**config.mk**
```make
export PLATFORM = sky130hd
export DESIGN_NAME = branch_sequencer
export DESIGN_NICKNAME = d
export VERILOG_FILES = /design/src/rtl/branch_sequencer.sv
export SDC_FILE = /design/constraint.sdc
export NUM_CORES = 1
export LEC_CHECK = 0
export CAP_MARGIN = 25
export CORE_UTILIZATION = 49
export DETAILED_ROUTE_END_ITERATION = 12
export GPL_ROUTABILITY_DRIVEN = 0
export PLACE_DENSITY_LB_ADDON = 0.05
export RECOVER_POWER = 25
export REMOVE_ABC_BUFFERS = 1
export SYNTH_ARGS = -nofsm -noshare
export SYNTH_HDL_FRONTEND = slang
export SYNTH_SLANG_ARGS = --single-unit
```
**constraint.sdc**
```tcl
create_clock -name clk -period 3.6 [get_ports clk]
set_input_delay 0.36 -clock clk [delete_from_list [all_inputs] [get_ports clk]]
set_output_delay 0.36 -clock clk [all_outputs]
set_load 0.02 [all_outputs]
```
**src/rtl/branch_sequencer.sv**
```systemverilog
// Branch sequencer: walks a PC through RUN/EVAL/HALTED, resolving branches one cycle after acceptance.
// Optional macro BRANCH_COUNT_EN adds a saturating taken-branch counter on taken_count.
module branch_sequencer #(
  parameter int PC_WIDTH = 8,
  parameter int RESET_PC = 0
) (
  input  logic                clk,
  input  logic                rst_n,
  input  logic                start,
  input  logic                instr_valid,
  output logic                instr_ready,
  input  logic                instr_branch,
  input  logic                instr_halt,
  input  logic [1:0]          instr_cmp,
  input  logic [7:0]          instr_offset,
  output logic [1:0]          compare_control,
  input  logic                cmp_result,
  output logic [PC_WIDTH-1:0] pc,
  output logic                taken,
  output logic                halted,
  output logic [15:0]         taken_count
);

  typedef enum logic [1:0] {IDLE, RUN, EVAL, HALTED} state_t;

  localparam logic [PC_WIDTH-1:0] PC_RST     = PC_WIDTH'(RESET_PC);
  localparam logic [PC_WIDTH-1:0] PC_ONE     = PC_WIDTH'(1);
  localparam logic [1:0]          CMP_ALWAYS = 2'd3;

  state_t                 state, state_nxt;
  logic [PC_WIDTH-1:0]    pc_nxt;
  logic [1:0]             cc_nxt;
  logic                   taken_nxt;
  logic                   load_off;
  logic signed [7:0]      offset_p1;

  // Displacement is sign-extended past the PC width; the add wraps modulo 2^PC_WIDTH.
  function automatic logic [PC_WIDTH-1:0] branch_target(input logic [PC_WIDTH-1:0] base,
                                                        input logic signed [7:0] disp);
    logic signed [PC_WIDTH+7:0] disp_ext;
    disp_ext = (PC_WIDTH+8)'(disp);
    return base + disp_ext[PC_WIDTH-1:0];
  endfunction

  always_comb begin
    state_nxt = state;
    pc_nxt    = pc;
    cc_nxt    = compare_control;
    taken_nxt = 1'b0;
    load_off  = 1'b0;
    if (start) begin
      state_nxt = RUN;
      pc_nxt    = PC_RST;
    end else begin
      case (state)
        RUN: begin
          if (instr_valid) begin
            if (instr_halt) begin
              state_nxt = HALTED;
            end else if (instr_branch) begin
              cc_nxt    = instr_cmp;
              load_off  = 1'b1;
              state_nxt = EVAL;
            end else begin
              pc_nxt = pc + PC_ONE;
            end
          end
        end
        EVAL: begin
          // Condition 3 is unconditional, so the comparator is ignored for it.
          if (cmp_result || (compare_control == CMP_ALWAYS)) begin
            pc_nxt    = branch_target(pc, offset_p1);
            taken_nxt = 1'b1;
          end else begin
            pc_nxt = pc + PC_ONE;
          end
          state_nxt = RUN;
        end
        default: ;
      endcase
    end
  end

  assign instr_ready = (state == RUN);
  assign halted      = (state == HALTED);

  always_ff @(posedge clk or negedge rst_n) begin
    if (!rst_n) begin
      state           <= IDLE;
      pc              <= PC_RST;
      compare_control <= 2'd0;
      taken           <= 1'b0;
    end else begin
      state           <= state_nxt;
      pc              <= pc_nxt;
      compare_control <= cc_nxt;
      taken           <= taken_nxt;
    end
  end

  // Stage p1: branch displacement captured at acceptance, consumed in EVAL.
  always_ff @(posedge clk) begin
    if (load_off) offset_p1 <= instr_offset;
  end

`ifdef BRANCH_COUNT_EN
  logic [15:0] count_q;

  function automatic logic [15:0] sat_inc(input logic [15:0] v);
    return (v == 16'hFFFF) ? v : v + 16'd1;
  endfunction

  always_ff @(posedge clk or negedge rst_n) begin
    if (!rst_n)         count_q <= 16'd0;
    else if (taken_nxt) count_q <= sat_inc(count_q);
  end

  assign taken_count = count_q;
`else
  assign taken_count = 16'd0;
`endif

endmodule

```
Word level (Yosys, flattened, before mapping)
Index checks and enable logic that the tools add are counted.
{"block": "word_totals", "inputBits": 17, "output_inout_bits": 29, "n_memories": 0, "mem_bits_ro": 0, "reg_bits": 21, "latchBits": 0, "mem_bits_rw": 0, "word_cells": 41}
{"block": "classes", "reduce_logical": 5, "bitwise": 2, "shifts": 0, "order_cmp": 0, "n_div": 0, "muxes": 19, "mul": 0, "n_eq_ne": 8, "add_sub_neg": 2}
{"op": "8-bit 2-to-1 mux", "count": 5}
{"op": "8-bit one-hot mux with 2 select lines", "count": 1}
{"op": "3-bit != test, second input constant", "count": 3}
{"op": "8-bit by 1-bit adder with 8-bit output, second input constant", "count": 1}
{"op": "8-bit adder", "count": 1}
{"op": "1-bit 2-to-1 mux", "count": 8}
{"op": "2-bit 2-to-1 mux", "count": 4}
{"op": "2-bit == test, second input constant", "count": 3}
{"op": "5-bit AND reduction", "count": 1}
{"op": "4-bit by 2-bit != test with 1-bit output, second input constant", "count": 1}
{"op": "2-bit one-hot mux with 2 select lines", "count": 1}
{"op": "4-bit AND reduction", "count": 1}
{"op": "3-bit AND reduction", "count": 1}
{"op": "3-bit nonzero test", "count": 1}
{"op": "2-bit by 1-bit == test with 1-bit output, second input constant", "count": 1}
{"op": "1-bit inverter", "count": 2}
{"op": "1-bit logical OR", "count": 1}

Longest topological paths before layout
{"block": "logic_depth", "depth_word": 6, "ltp_mapped": 7, "mapped_depth_nobuf": 7}

Least setup slack after synthesis
OpenSTA, ideal clock, no wires.
{"block": "synth_timing", "path_kind": "register to register", "start": "reg pc[0]", "end": "reg pc[6]", "slack_ns": 1.590, "required_ns": 3.462, "period_less_slack_ns": 2.010, "n_path_buf": 0, "setup_time_ns": 0.138, "stages_incl_launch_ff": 8, "arrival_ns": 1.872, "cell_sequence": "dfrtp_1 -> ha_1 -> fa_1 -> a211oi_1 -> o21bai_1 -> a21oi_1 -> mux2i_1 -> a21oi_1"}
{"block": "synth_between", "elab_chain_len": 6, "word_cells_on_any_way": 8, "classes_between": "add/sub (2); mux (6)"}
{"element": "start, declared", "line": "18", "rtl": "output logic [PC_WIDTH-1:0] pc,"}
{"element": "start signal, assigned", "line": "95", "rtl": "pc <= pc_nxt;"}
{"element": "8-bit by 1-bit adder with 8-bit output", "line": "65, 75"}
{"element": "8-bit 2-to-1 mux", "line": "60", "rtl": "end else if (instr_branch) begin"}
{"element": "8-bit 2-to-1 mux", "line": "58", "rtl": "if (instr_halt) begin"}
{"element": "8-bit 2-to-1 mux", "line": "57", "rtl": "if (instr_valid) begin"}
{"element": "8-bit one-hot mux with 2 select lines (*)", "line": "55", "rtl": "case (state)"}
{"element": "8-bit 2-to-1 mux (*)", "line": "51", "rtl": "if (start) begin"}
Mark *: on every way between the ends. The rest lies on a longest branch, timed or not. The select of a mux whose other input is x is not followed.
A chain may end at the register's enable or synchronous reset.

Worst setup path after layout
Ends and elaborated chain as after synthesis.

==> flow_summary.yaml <==
logic_synthesis:
  yosys.area.top_type: "dfrtp_1"
  synthArstFlopShare_pct: 61.9
  ys_types: 41
  synth.area.top_cells: "dfrtp_1 23%, edfxtp_1 17%, buf_4 9.5%"
  synth_edf_count: 8
  yosys_warnings: 0
  synthFlopType: "dfrtp_1"
  netlist.area_leader.share_pct: 22.8
  netlist_instances: 148
  synth_area_um2: 1420
  avgSynthCellArea_um2: 9.62
  synth.yosys.seq_area_share_pct: 39.7
  synth-seq-cells: 21
floorplan:
  rows: 19
  die_x_um: 55.9
  die_h_um: 55.9
  coreArea_um2: 2760
  die_area_um2: 3130
  pin_count: 46
  start_util_pct: 51.6
critical_path:
  r2r_slack_ns: 1.43
  cp_data_required_time_ns: 3.77
  worst_path_max_delay_cell: "dfrtp_1"
  max_stage_delay_ns: 0.48
  cpMostUsedCell: "a21oi_1"
  path_delay_family: "adder cells"
  crit_chain: "ha_1 -> fa_1 -> a211oi_1 -> o21bai_1 -> a21oi_1 -> mux2i_1 -> a21oi_1"
  worstReg2RegStart: "pc[0]$_DFFE_PN0P_"
  endpoint_kind: "flop"
  critical_path_class: "flop to flop"
  reg2reg_depth: 7
  worstPathArrival_ns: 2.34
  start_kind: "flop"
  cp.buffers_inverters: 0
  cp_max_fo: 7
  rr_endpoint: "pc[6]$_DFFE_PN0P_"
global_route:
  met2_usage_pct: 33.2
  grt_usage_pct: 19.9
  grt_util_met3_pct: 2.56
  grtUsageMet1_pct: 26.3
  first_global_vias: 1105
  grt_pass1_wl_um: 4840
  gr-total-overflow: 0
  busiest_layer: "met2"
  antenna_found_initial: 0
  grt_start_max_net_pins: 16
power:
  peakVddDrop_mv: 0.218
  p_leak_nw: 0.734
  total_power_uw: 487
  power_density_nw_per_um2: 289
clock_network:
  cts_max_level: 1
  cts_made_buffers: 3
  postCtsResizedCells: 0
  clockBufferDepth: 2
  numClockSinks: 21
  clk_latency_ns: 0.30
  cts_hold_buf: 0
  cts_tree: "yes"
  clockRootBuffer: "clkbuf_4"
  post-cts-setup-buffer-count: 0
  clkSlewWorstSetupHoldPaths_ns: 0.11
run_status:
  status: "finished, final reports clean"
timing:
  maxSlewViolCount: 0
  clock.fmax_mhz: 462
  rsz0062_at_grt: "no"
  setup_slack_ns: 1.43
  setup_tns_ns: 0
  whs_ns: 0.486
  fin_crit_ns: 2.17
  skew_ns: 0.00516
  tightest_slew_ns: 0.757
  slew_headroom_pct: 49.3
  finalHoldViolations: 0
  period_share_pct: 60.2
  setup_violations: 0
drt:
  postRouteAntennaNets: 0
  drc: 0
  wl_per_cell_um: 13.9
  avgViaCountPerCell: 5.55
  wl_um: 2870
  dr.pass1.iters: 4
  vias: 1149
  drt_iter0_markers: 35
worst_hold_path:
  min_path_type: "primary input to async pin"
final_layout:
  diodes: 0
  drive_gt1_share_pct: 6.25
  fin_util_pct: 61.1
  area_growth_pct: 18.4
  fin_nets: 203
  fill_cells: 250
place:
  dp.final_hpwl_um: 2100
  io_buffers: 29
  pre_cts_ws_ns: 1.26
flow_run:
  drv_cap: 0
## flip-flops by register name, summed over array words and instances, names as in the netlist
register	flops
pc	8
compare_control	2
state	2
offset_p1	8
taken	1
## placed cells by master, fill, tap and decap left out, drive strengths merged, types with 2 or more instances in the layout
master         instances
nand2b                 2
o21ai                  8
a311oi                 2
clkdlybuf4s50         20
ha                     8
conb                  16
dfrtp                 13
clkbuf                 4
xor2                   2
nor2                  11
xnor2                  3
dlygate4sd3            9
inv                    6
nand3                  5
nor3b                  3
nor3                   3
a21oi                 13
edfxtp                 8
or3                    2
and2                   2
nand2                 17
## logic make-up after synthesis
| kind of cell | after synthesis | synth area share, % |
|---|---|---|
| mux | 1 | 0.703 |
| other cells | 1 | 0.263 |
| simple gates | 50 | 18.4 |
| buf+inv | 26 | 12.1 |
| flops | 21 | 39.7 |
| fa+ha+maj | 9 | 8.44 |
| xor+xnor | 5 | 3.08 |
| compound gates | 35 | 17.3 |
## routing by layer
| metal | part of all wire, % | wire (um) |
|---|---|---|
| met1 | 44 | 1270 |
| met5 | 0 | 0 |
| met3 | 6.4 | 183 |
| met4 | 1.9 | 54 |
| met2 | 48 | 1370 |
## cells in the mapped netlist (all sizes together) (2+ instances only)
| cell type | count |
|---|---|
| and2 | 2 |
| inv | 6 |
| nor3b | 3 |
| a21oi | 13 |
| or3 | 2 |
| nor3 | 3 |
| edfxtp | 8 |
| ha | 8 |
| nand2b | 2 |
| buf | 19 |
| nor2 | 11 |
| nand3 | 5 |
| a311oi | 2 |
| xor2 | 2 |
| xnor2 | 3 |
| o21ai | 8 |
| nand2 | 17 |
| dfrtp | 13 |
## where the power goes
group,internal (mW),switching [mW],total (mW)
Sequential,0.259,0.0112,0.270
Combinational,0.0454,0.0587,0.104
Clock,0.0432,0.0693,0.113
## stage by stage
stage	std cells	cell area, um^2
floorplan	143	1330
global route	207	1690
CTS	207	1690
global placement	203	1660
detailed placement	203	1660
finish	207	1690
## area by class of cell
class | count | area [um^2] | area share (%)
tap | 31 | 38.8 | 2.30
inverter | 6 | 22.5 | 1.34
clock buffer | 4 | 26.3 | 1.56
multi-input combinational | 116 | 742 | 44.0
sequential | 21 | 566 | 33.6
timing repair buffer | 29 | 290 | 17.2
## worst max-delay path by stage
stage                 startpoint  slack (ns)  cells after the start                     end
2_1_floorplan  pc[0]$_DFFE_PN0P_        1.60                      7       pc[6]$_DFFE_PN0P_
3_3_place_gp               start        1.31                      3  offset_p1[3]$_DFFE_PP_
3_5_place_dp               start        1.26                      3  offset_p1[2]$_DFFE_PP_
4_1_cts        pc[0]$_DFFE_PN0P_        1.46                      7       pc[6]$_DFFE_PN0P_
5_1_grt        pc[0]$_DFFE_PN0P_        1.30                      7       pc[6]$_DFFE_PN0P_
6_report       pc[0]$_DFFE_PN0P_        1.43                      7       pc[6]$_DFFE_PN0P_
Power figures use the tool's default switching activity.
